--- config.mk ---
export PLATFORM = sky130hd
export DESIGN_NAME = lsu_mem_ctrl
export DESIGN_NICKNAME = d
export VERILOG_FILES = /design/src/rtl/lsu_pkg.sv /design/src/rtl/lsu_lane_align.sv /design/src/rtl/lsu_mem_ctrl.sv
export SDC_FILE = /design/constraint.sdc
export NUM_CORES = 1
export LEC_CHECK = 0
export BUFFER_PORTS_ARGS = -buffer_cell sky130_fd_sc_hd__clkbuf_2
export CORE_ASPECT_RATIO = 1.2
export CORE_MARGIN = 4
export CORE_UTILIZATION = 55
export CTS_CLUSTER_DIAMETER = 30
export DETAILED_ROUTE_END_ITERATION = 10
export PLACE_DENSITY = 0.83
export REMOVE_ABC_BUFFERS = 1
export SYNTH_ARGS = -nofsm -noshare
export SYNTH_HDL_FRONTEND = slang
export SYNTH_SLANG_ARGS = --single-unit
--- constraint.sdc ---
create_clock -name clk -period 3.7 [get_ports clk]
set_input_delay 0.185 -clock clk [delete_from_list [all_inputs] [get_ports clk]]
set_output_delay 0.185 -clock clk [all_outputs]
set_load 0.02 [all_outputs]
--- src/rtl/lsu_pkg.sv ---
// Shared types and constants for the load/store memory sequencer.
package lsu_pkg;

   localparam int unsigned DATA_W = 32;
   localparam int unsigned MASK_W = DATA_W / 8;

   localparam logic [6:0] OP_LOAD  = 7'b0000011;
   localparam logic [6:0] OP_STORE = 7'b0100011;

   localparam logic [2:0] F3_LB  = 3'b000;
   localparam logic [2:0] F3_LH  = 3'b001;
   localparam logic [2:0] F3_LW  = 3'b010;
   localparam logic [2:0] F3_LBU = 3'b100;
   localparam logic [2:0] F3_LHU = 3'b101;

   typedef enum logic [2:0] {IDLE, REQ0, WAIT0, REQ1, WAIT1, DONE} state_t;

   typedef struct packed {
      logic [DATA_W-1:0] data;
      logic [MASK_W-1:0] mask;
   } lane_t;

   // Access size in bytes from the low two fun3 bits.
   function automatic logic [2:0] size_bytes(input logic [1:0] sz);
      case (sz)
         2'b00:   return 3'd1;
         2'b01:   return 3'd2;
         default: return 3'd4;
      endcase
   endfunction

endpackage

--- src/rtl/lsu_lane_align.sv ---
// Store lane placement / byte masks and load shift / extension, shared by both beats.
module lsu_lane_align
   import lsu_pkg::*;
(
   input  logic [2:0]          fun3,
   input  logic [1:0]          offset,
   input  logic                hi_beat,
   input  logic [DATA_W-1:0]   wdata,
   input  logic [2*DATA_W-1:0] rword,
   output lane_t               lane,
   output logic [DATA_W-1:0]   rext
);

   logic [2:0]          size;
   logic [4:0]          shamt;
   logic [2*MASK_W-1:0] mask_wide;
   logic [2*DATA_W-1:0] wdata_wide;
   logic [DATA_W-1:0]   rsh;

   // Placement is done in a double-width window; the upper half is the spill into beat 1.
   always_comb begin
      size       = size_bytes(fun3[1:0]);
      shamt      = {offset, 3'b000};
      mask_wide  = ((8'd1 << size) - 8'd1) << offset;
      wdata_wide = {{DATA_W{1'b0}}, wdata} << shamt;
      lane.data  = hi_beat ? wdata_wide[2*DATA_W-1:DATA_W] : wdata_wide[DATA_W-1:0];
      lane.mask  = hi_beat ? mask_wide[2*MASK_W-1:MASK_W] : mask_wide[MASK_W-1:0];
      rsh        = DATA_W'(rword >> shamt);
      case (fun3)
         F3_LB:   rext = {{24{rsh[7]}}, rsh[7:0]};
         F3_LH:   rext = {{16{rsh[15]}}, rsh[15:0]};
         F3_LBU:  rext = {24'd0, rsh[7:0]};
         F3_LHU:  rext = {16'd0, rsh[15:0]};
         F3_LW:   rext = rsh;
         default: rext = rsh;
      endcase
   end

endmodule

--- src/rtl/lsu_mem_ctrl.sv ---
// Load/store sequencer between Execute and the req/gnt/rvalid data memory port.
// Define LSU_MISALIGN_SPLIT_EN to split word-crossing accesses into two beats.
module lsu_mem_ctrl
   import lsu_pkg::*;
#(
   parameter int unsigned ADDR_W = 32
) (
   input  logic              clk,
   input  logic              rst_n,
   input  logic              req_valid,
   output logic              req_ready,
   input  logic              req_store,
   input  logic [2:0]        req_fun3,
   input  logic [ADDR_W-1:0] req_addr,
   input  logic [DATA_W-1:0] req_wdata,
   output logic              stall,
   output logic              rsp_valid,
   output logic [DATA_W-1:0] rsp_rdata,
   output logic              rsp_err,
   output logic              mem_req,
   output logic              mem_we,
   output logic [ADDR_W-1:0] mem_addr,
   output logic [DATA_W-1:0] mem_wdata,
   output logic [MASK_W-1:0] mem_mask,
   input  logic              mem_gnt,
   input  logic              mem_rvalid,
   input  logic [DATA_W-1:0] mem_rdata
);

   state_t            state, state_nx;
   logic [6:0]        op_q;
   logic [2:0]        f3_q;
   logic [1:0]        off_q;
   logic [DATA_W-1:0] wdata_q, rlo_q;
   logic              split_q;

   logic              is_store, accept, cross_c, illegal_c, split_c, err_c;
   logic              load_done_c, to_req1_c, idle;
   logic [2:0]        al_f3;
   logic [1:0]        al_off;
   logic [DATA_W-1:0] al_wdata, al_rext;
   logic [2*DATA_W-1:0] al_rword;
   lane_t             al_lane;

   assign idle     = (state == IDLE);
   assign is_store = (op_q == OP_STORE);
   assign accept   = req_valid && idle;

   // Legality and word-crossing decode of the incoming request.
   always_comb begin
      cross_c   = (3'(req_addr[1:0]) + size_bytes(req_fun3[1:0])) > 3'd4;
      illegal_c = (req_fun3 == 3'b011) || (req_fun3[2:1] == 2'b11) || (req_store && req_fun3[2]);
`ifdef LSU_MISALIGN_SPLIT_EN
      split_c   = cross_c;
      err_c     = illegal_c;
`else
      split_c   = 1'b0;
      err_c     = illegal_c || cross_c;
`endif
   end

   // In IDLE the aligner sees the live request (beat 0); afterwards the captured one (beat 1).
   always_comb begin
      al_f3    = idle ? req_fun3 : f3_q;
      al_off   = idle ? req_addr[1:0] : off_q;
      al_wdata = idle ? req_wdata : wdata_q;
      al_rword = (state == WAIT1) ? {mem_rdata, rlo_q} : {{DATA_W{1'b0}}, mem_rdata};
   end

   lsu_lane_align u_align (
      .fun3    (al_f3),
      .offset  (al_off),
      .hi_beat (!idle),
      .wdata   (al_wdata),
      .rword   (al_rword),
      .lane    (al_lane),
      .rext    (al_rext)
   );

   always_ff @(posedge clk or negedge rst_n) begin
      if (!rst_n) state <= IDLE;
      else        state <= state_nx;
   end

   always_comb begin
      state_nx = state;
      case (state)
         IDLE:  if (accept)     state_nx = err_c ? DONE : REQ0;
         REQ0:  if (mem_gnt)    state_nx = !is_store ? WAIT0 : (split_q ? REQ1 : DONE);
         WAIT0: if (mem_rvalid) state_nx = split_q ? REQ1 : DONE;
         REQ1:  if (mem_gnt)    state_nx = is_store ? DONE : WAIT1;
         WAIT1: if (mem_rvalid) state_nx = DONE;
         DONE:                  state_nx = IDLE;
         default:               state_nx = IDLE;
      endcase
   end

   always_comb begin
      req_ready = 1'b0;
      mem_req   = 1'b0;
      rsp_valid = 1'b0;
      stall     = 1'b1;
      case (state)
         IDLE:       begin req_ready = 1'b1; stall = 1'b0; end
         REQ0, REQ1: mem_req   = 1'b1;
         DONE:       rsp_valid = 1'b1;
         default:    ;
      endcase
   end

   assign load_done_c = mem_rvalid && ((state == WAIT1) || ((state == WAIT0) && !split_q));
   assign to_req1_c   = (state_nx == REQ1) && (state != REQ1);

   // Request capture, beat payloads and response data.
   always_ff @(posedge clk or negedge rst_n) begin
      if (!rst_n) begin
         op_q      <= OP_LOAD;
         f3_q      <= 3'd0;
         off_q     <= 2'd0;
         wdata_q   <= '0;
         rlo_q     <= '0;
         split_q   <= 1'b0;
         mem_we    <= 1'b0;
         mem_addr  <= '0;
         mem_wdata <= '0;
         mem_mask  <= '0;
         rsp_rdata <= '0;
         rsp_err   <= 1'b0;
      end else begin
         if (accept) begin
            op_q      <= req_store ? OP_STORE : OP_LOAD;
            f3_q      <= req_fun3;
            off_q     <= req_addr[1:0];
            wdata_q   <= req_wdata;
            split_q   <= split_c;
            rsp_err   <= err_c;
            rsp_rdata <= '0;
            if (!err_c) begin
               mem_we    <= req_store;
               mem_addr  <= {req_addr[ADDR_W-1:2], 2'b00};
               mem_wdata <= al_lane.data;
               mem_mask  <= al_lane.mask;
            end
         end
         if (to_req1_c) begin
            mem_addr  <= mem_addr + ADDR_W'(4);
            mem_wdata <= al_lane.data;
            mem_mask  <= al_lane.mask;
         end
         if ((state == WAIT0) && mem_rvalid) rlo_q <= mem_rdata;
         if (load_done_c) rsp_rdata <= al_rext;
         if (state == DONE) rsp_err <= 1'b0;
      end
   end

endmodule

Word level (Yosys, flattened, before mapping)

Index checks and enable logic that the tools add are counted.

Register bits after elaboration: 181
Bits in latches: 0
RAM bits: 0
Memory bits (read-only): 0
Input bits: 105
Output and inout bits: 106
Word-level logic and storage cells: 92
Memories: 0

Add/subtract/negate cells: 3
$mul: 0
Divide/modulo/power cells: 0
Magnitude comparators: 1
Eq/ne operators: 16
Shifts and indexed selects: 4
Multiplexer cells: 35
Bitwise gates (word level): 1
Reductions and logical operators: 20

Operators with widths:

| cell                                                | number |
|---|---|
| two-way mux 32 bit                                  | 10 |
| one-hot mux 32 bit (4 select lines)                 | 1 |
| two-way mux 64 bit                                  | 1 |
| left shift 32 x 5 -> 64 bit                         | 1 |
| right shift 64 x 5 -> 32 bit                        | 1 |
| adder 32 x 3 -> 32 bit, second input constant       | 1 |
| two-way mux 3 bit                                   | 7 |
| two-way mux 4 bit                                   | 4 |
| equality test 3 x 2 -> 1 bit, second input constant | 4 |
| equality test 3 bit, second input constant          | 4 |
| one-hot mux 3 bit (2 select lines)                  | 2 |
| one-hot mux 3 bit (4 select lines)                  | 1 |
| left shift 1 x 3 -> 8 bit, first input constant     | 1 |
| left shift 8 x 2 -> 8 bit                           | 1 |
| subtractor 8 x 1 -> 8 bit, second input constant    | 1 |
| equality test 7 x 6 -> 1 bit, second input constant | 1 |
| two-way mux 1 bit                                   | 7 |
| equality test 3 x 1 -> 1 bit, second input constant | 2 |
| logical NOT 3 bit                                   | 2 |
| two-way mux 6 bit                                   | 1 |
| nonzero test 2 bit                                  | 3 |
| logical AND 1 bit                                   | 5 |
| equality test 2 x 1 -> 1 bit, second input constant | 2 |
| logical NOT 2 bit                                   | 2 |
| 10 further kinds                                    | 15 |

Logic depth before layout (Yosys ltp)

Word-level depth: 12
Mapped depth: 13

Hierarchy

A second synthesis with hierarchy kept.

Cells, all modules: 810
Area total of the unflattened synthesis: 9,714.3 um2

By module, submodules not included:

| module         | instances | cells each | area each (um2) | seq. area each (um2) |
|---|---|---|---|---|
| lsu_mem_ctrl   | 1         | 585        | 7,689.9         | 4,329.2 |
| lsu_lane_align | 1         | 225        | 2,024.4         | 0.0 |

Worst setup path before layout

Ideal clock, no wire load.

Path type: flip-flop to flip-flop
From: register state[0]
To: register rsp_rdata[11]
Library setup time: 129 ps
Data arrival time: 2,102 ps
Required time: 3,571 ps
Setup slack: 1,469 ps
Cell stages (with the launch flop): 9
Period minus slack after synthesis: 2,231 ps
Cells stage by stage: dfrtp_1 > or3_1 > buf_6 > inv_8 > mux2_4 > buf_4 > mux4_2 > nand2_1 > nand3_1

Cells in the longest elaborated chain, start to end: 5
Elaborated cells between the ends (all ways): 17

RTL lines:

| element                                                    | RTL line                                                    | source |
|---|---|---|
| start: declaration                                         | lsu_mem_ctrl.sv:30                                          | `state_t state, state_nx;` |
| start signal: assignment                                   | lsu_mem_ctrl.sv:82                                          | `else state <= state_nx;` |
| equality test 3 bit or logical NOT 3 bit (tied branches)   | lsu_mem_ctrl.sv:67, lsu_mem_ctrl.sv:111, lsu_mem_ctrl.sv:45 |  |
| two-way mux 64 bit, or another cell as far along           | lsu_mem_ctrl.sv:67                                          | `al_rword = (state == WAIT1) ? {mem_rdata, rlo_q} : {{DATA_W{1'b0}}, mem_rdata};` |
| right shift 64 x 5 -> 32 bit, or another cell as far along | lsu_lane_align.sv:28                                        | `rsh = DATA_W'(rword >> shamt);` |
| one-hot mux 32 bit (4 select lines)                        | lsu_lane_align.sv:29                                        | `case (fun3)` |
| two-way mux 32 bit                                         | lsu_mem_ctrl.sv:151                                         | `if (load_done_c) rsp_rdata <= al_rext;` |
| end signal: assignment                                     | lsu_mem_ctrl.sv:151                                         |  |
| end: declaration                                           | lsu_mem_ctrl.sv:18                                          | `output logic [DATA_W-1:0] rsp_rdata,` |

Several ways; a longest one is shown, not always the timed one.
A chain may end at the register's enable or synchronous reset.

Worst setup path after layout

From: register state[0]
To: register mem_addr[20]

Cells in the longest elaborated chain, start to end: 8
Elaborated cells between the ends (all ways): 19

RTL lines:

| element                                                                | RTL line                               | source |
|---|---|---|
| logical NOT 3 bit                                                      | lsu_mem_ctrl.sv:45, lsu_mem_ctrl.sv:87 |  |
| logical AND 1 bit                                                      | lsu_mem_ctrl.sv:47                     | `assign accept = req_valid && idle;` |
| two-way mux 3 bit                                                      | lsu_mem_ctrl.sv:88                     | `IDLE: if (accept) state_nx = err_c ? DONE : REQ0;` |
| one-hot mux 3 bit (4 select lines)                                     | lsu_mem_ctrl.sv:87                     | `case (state)` |
| equality test 3 x 2 -> 1 bit                                           | lsu_mem_ctrl.sv:112                    | `assign to_req1_c = (state_nx == REQ1) && (state != REQ1);` |
| logical AND 1 bit                                                      | lsu_mem_ctrl.sv:112                    |  |
| != test 2 x 1 -> 1 bit (no line) or nonzero test 2 bit (tied branches) | n/a                                    |  |
| AND reduction 2 bit (no line)                                          | n/a                                    |  |
| end signal: assignment                                                 | lsu_mem_ctrl.sv:140                    | `mem_addr <= {req_addr[ADDR_W-1:2], 2'b00};` |
| end signal: assignment                                                 | lsu_mem_ctrl.sv:146                    | `mem_addr <= mem_addr + ADDR_W'(4);` |
| end: declaration                                                       | lsu_mem_ctrl.sv:22                     | `output logic [ADDR_W-1:0] mem_addr,` |

Several ways; a longest one is shown, not always the timed one.

==> results.yml <==
setup_path:
  cp.arrival_ps: 3490
  rr_worst_depth: 7
  worstSetupStartpointType: "register"
  crit_required_ps: 4000
  critPathKind: "register to register"
  cp_max_fo: 53
  r2r_start: "state[0]"
  rrSetupSlack_ps: 510
  cp-end-kind: "register"
  reg2reg_to: "mem_addr[20]"
placed_design:
  portBuffers: 208
  place.gp.congestion: 0.837
  place_ws_ps: 565
  hpwl_um: 16100
sta:
  max_freq_ghz: 0.313
  rsz0062_at_grt: "false"
  clock_skew_ps: 7.72
  layout_setup_ws_ps: 508
  setup_violations: 0
  max_slew_margin_pct: 23.5
  hold_slack_ps: 13.3
  drv_slew: 0
  fin_crit_ps: 3190
  hold_violations: 0
  worst_pin_slew_ps: 1140
  finalCritPeriodShare_pct: 86.3
finish:
  n_antenna_cell: 0
  area_delta_synth_final_pct: 25.9
  nets: 1170
  multi_input_area_mm2: 0.00384
  drive_gt1_share_pct: 31.1
  utilization_pct: 71.6
  fillers: 995
  layout_common_cells: "nand2_1, clkbuf_2, dfrtp_1"
  regArea_mm2: 0.00383
  final_common_cell: "nand2_1"
floorplanning:
  die_h_um: 140
  die_area_mm2: 0.0165
  initial_utilization_pct: 56.9
  die_w_um: 118
  core_mm2: 0.0140
  io_pins: 211
  rows: 47
detailed_routing:
  drtPass1Iterations: 5
  drc_errors: 0
  vias: 7480
  ant_nets: 0
  avgViaCountPerCell: 6.00
  wl_um: 24500
  wire_per_inst_um: 19.6
  dr.first_iter.drc_count: 703
clock_tree:
  clk_path_buf_depth: 2
  clkTransAtPathRegs_ps: 60
  cts_resized: 0
  cts_sinks: 153
  cts_tree: "yes"
  clk_latency_ps: 430
  cts_setup_buffers: 0
  cts_buffers: 17
  ctsRootBufferMaster: "clkbuf_16"
  htree_levels: 4
global_routing:
  grt_pass1_vias: 7373
  grt_start_max_net_pins: 104
  grt_pass1_wl_um: 38700
  antenna_found_initial: 0
  overflow: 0
  grt.total_usage_pct: 29.5
min_path:
  min-delay-start: "req_wdata[24]"
  whs_endpoint: "wdata_q[24]"
  hold_depth: 2
  hold_path_class: "input pin to register"
logic_synthesis:
  yosysUniqueCellTypes: 53
  ys_seq_area_share_pct: 48.1
  yosys_warnings: 0
  ys_seq_elements: 153
  syn_area_per_cell_um2: 9.35
  synthFlopType: "dfrtp_1"
  synth-edff-count: 0
  synthCells: 852
  synth_area_mm2: 0.00797
  async_flop_share_pct: 100
flow_run:
  cap_viol_max_count: 0
run_status:
  status: "completed"
pwr:
  power_density_mw_per_mm2: 933
  peakVddDrop_mv: 0.540
  leakagePower_nw: 5.03
## synthesized netlist by cell type (all sizes together), types with 4 or more instances
library cell,n,share of area (%)
a21oi,39,2.5
a221oi,12,1.3
a22oi,7,0.66
a31oi,8,0.63
buf,28,2.0
clkbuf,37,1.7
dfrtp,153,48
inv,4,0.28
mux2,59,8.4
mux2i,52,6.5
mux4,7,2.0
nand2,252,12
nand3,38,2.4
nor2,28,1.3
o21ai,74,4.6
o221ai,7,0.77
## per-stage QoR
step                      area [µm²]  std cells  TNS, ps  power (mW)
after CTS                      10000       1247        0        9.29
after global routing           10000       1247        0        9.88
after global placement          9080       1183        0        7.26
after floorplan                 7670        788   -55380        5.85
after detailed placement        9080       1183        0        7.40
final                          10000       1247        0        9.35
## power by group
part	total (mW)	switching (mW)	internal, mW
clock network	1.83	0.697	1.13
logic	4.49	2.82	1.67
registers	3.03	0.586	2.44
## cells by family (layout without fill, tap and decap cells)
family                   Yosys count  in the layout  synth area share [%]
flip-flops                       153            153                  48.1
adder cells (fa/ha/maj)            2              2                 0.408
AND/OR/NAND/NOR                  342            342                  17.8
XOR/XNOR                           4              4                 0.440
multiplexers                     118            118                  16.9
other                              1              2                0.0471
buffers and inverters             70            293                  4.12
AO/OA/AOI/OAI                    162            162                  12.3
## routing by layer
| layer | share of wire [%] | global-route usage (%) | vias to the layer above | wire length [µm] |
|---|---|---|---|---|
| met4 | 3.4 | 13.3 | 0 | 825 |
| met1 | 38 | 35.8 | 3591 | 9210 |
| met3 | 9.4 | 6.37 | 65 | 2290 |
| met2 | 50 | 50.5 | 449 | 12200 |
| met5 | 0 | 0 | - | 0 |
| li1 | - | - | 3375 | - |
## worst max path at each step
stage                     slack [ps]             to      from  depth (start not counted)
final                            510   mem_addr[20]  state[0]                          7
after floorplan                -1270  mem_wdata[31]  state[0]                          6
after global placement           630  mem_wdata[29]  state[0]                          7
after global routing             370    mem_mask[3]  state[0]                          7
after detailed placement         570    mem_mask[3]  state[0]                          7
after CTS                        570    mem_mask[3]  state[0]                          7
## what timing repair did
action / in CTS / in global routing
endpoints found under the setup margin: 0 / 0
endpoints found under the hold margin: 132 / 0
hold buffers: 32 / 0
## critical path: stages (launching register included)
cell and delay (ps):
dfrtp_1 510, or3_1 680, inv_8 240, nand2_1 90
or3_2 900, buf_4 410, nand2_1 130, nand2_1 80
## registers in the layout, indices dropped and copies added, names as in the netlist
signal / cells
mem_wdata: 32
rlo_q: 32
rsp_rdata: 32
mem_addr: 30
wdata_q: 12
mem_mask: 4
f3_q: 3
state: 3
off_q: 2
mem_we: 1
op_q: 1
rsp_err: 1
## area by class of cell
| class | count | share of cell area, % |
|---|---|---|
| timing repair buffer | 256 | 14.8 |
| inverter | 5 | 0.262 |
| clock inverter | 10 | 1.40 |
| clock buffer | 22 | 4.83 |
| multi-input combinational | 630 | 38.3 |
| tap | 171 | 2.13 |
| sequential | 153 | 38.2 |
Power figures use the tool's default switching activity.
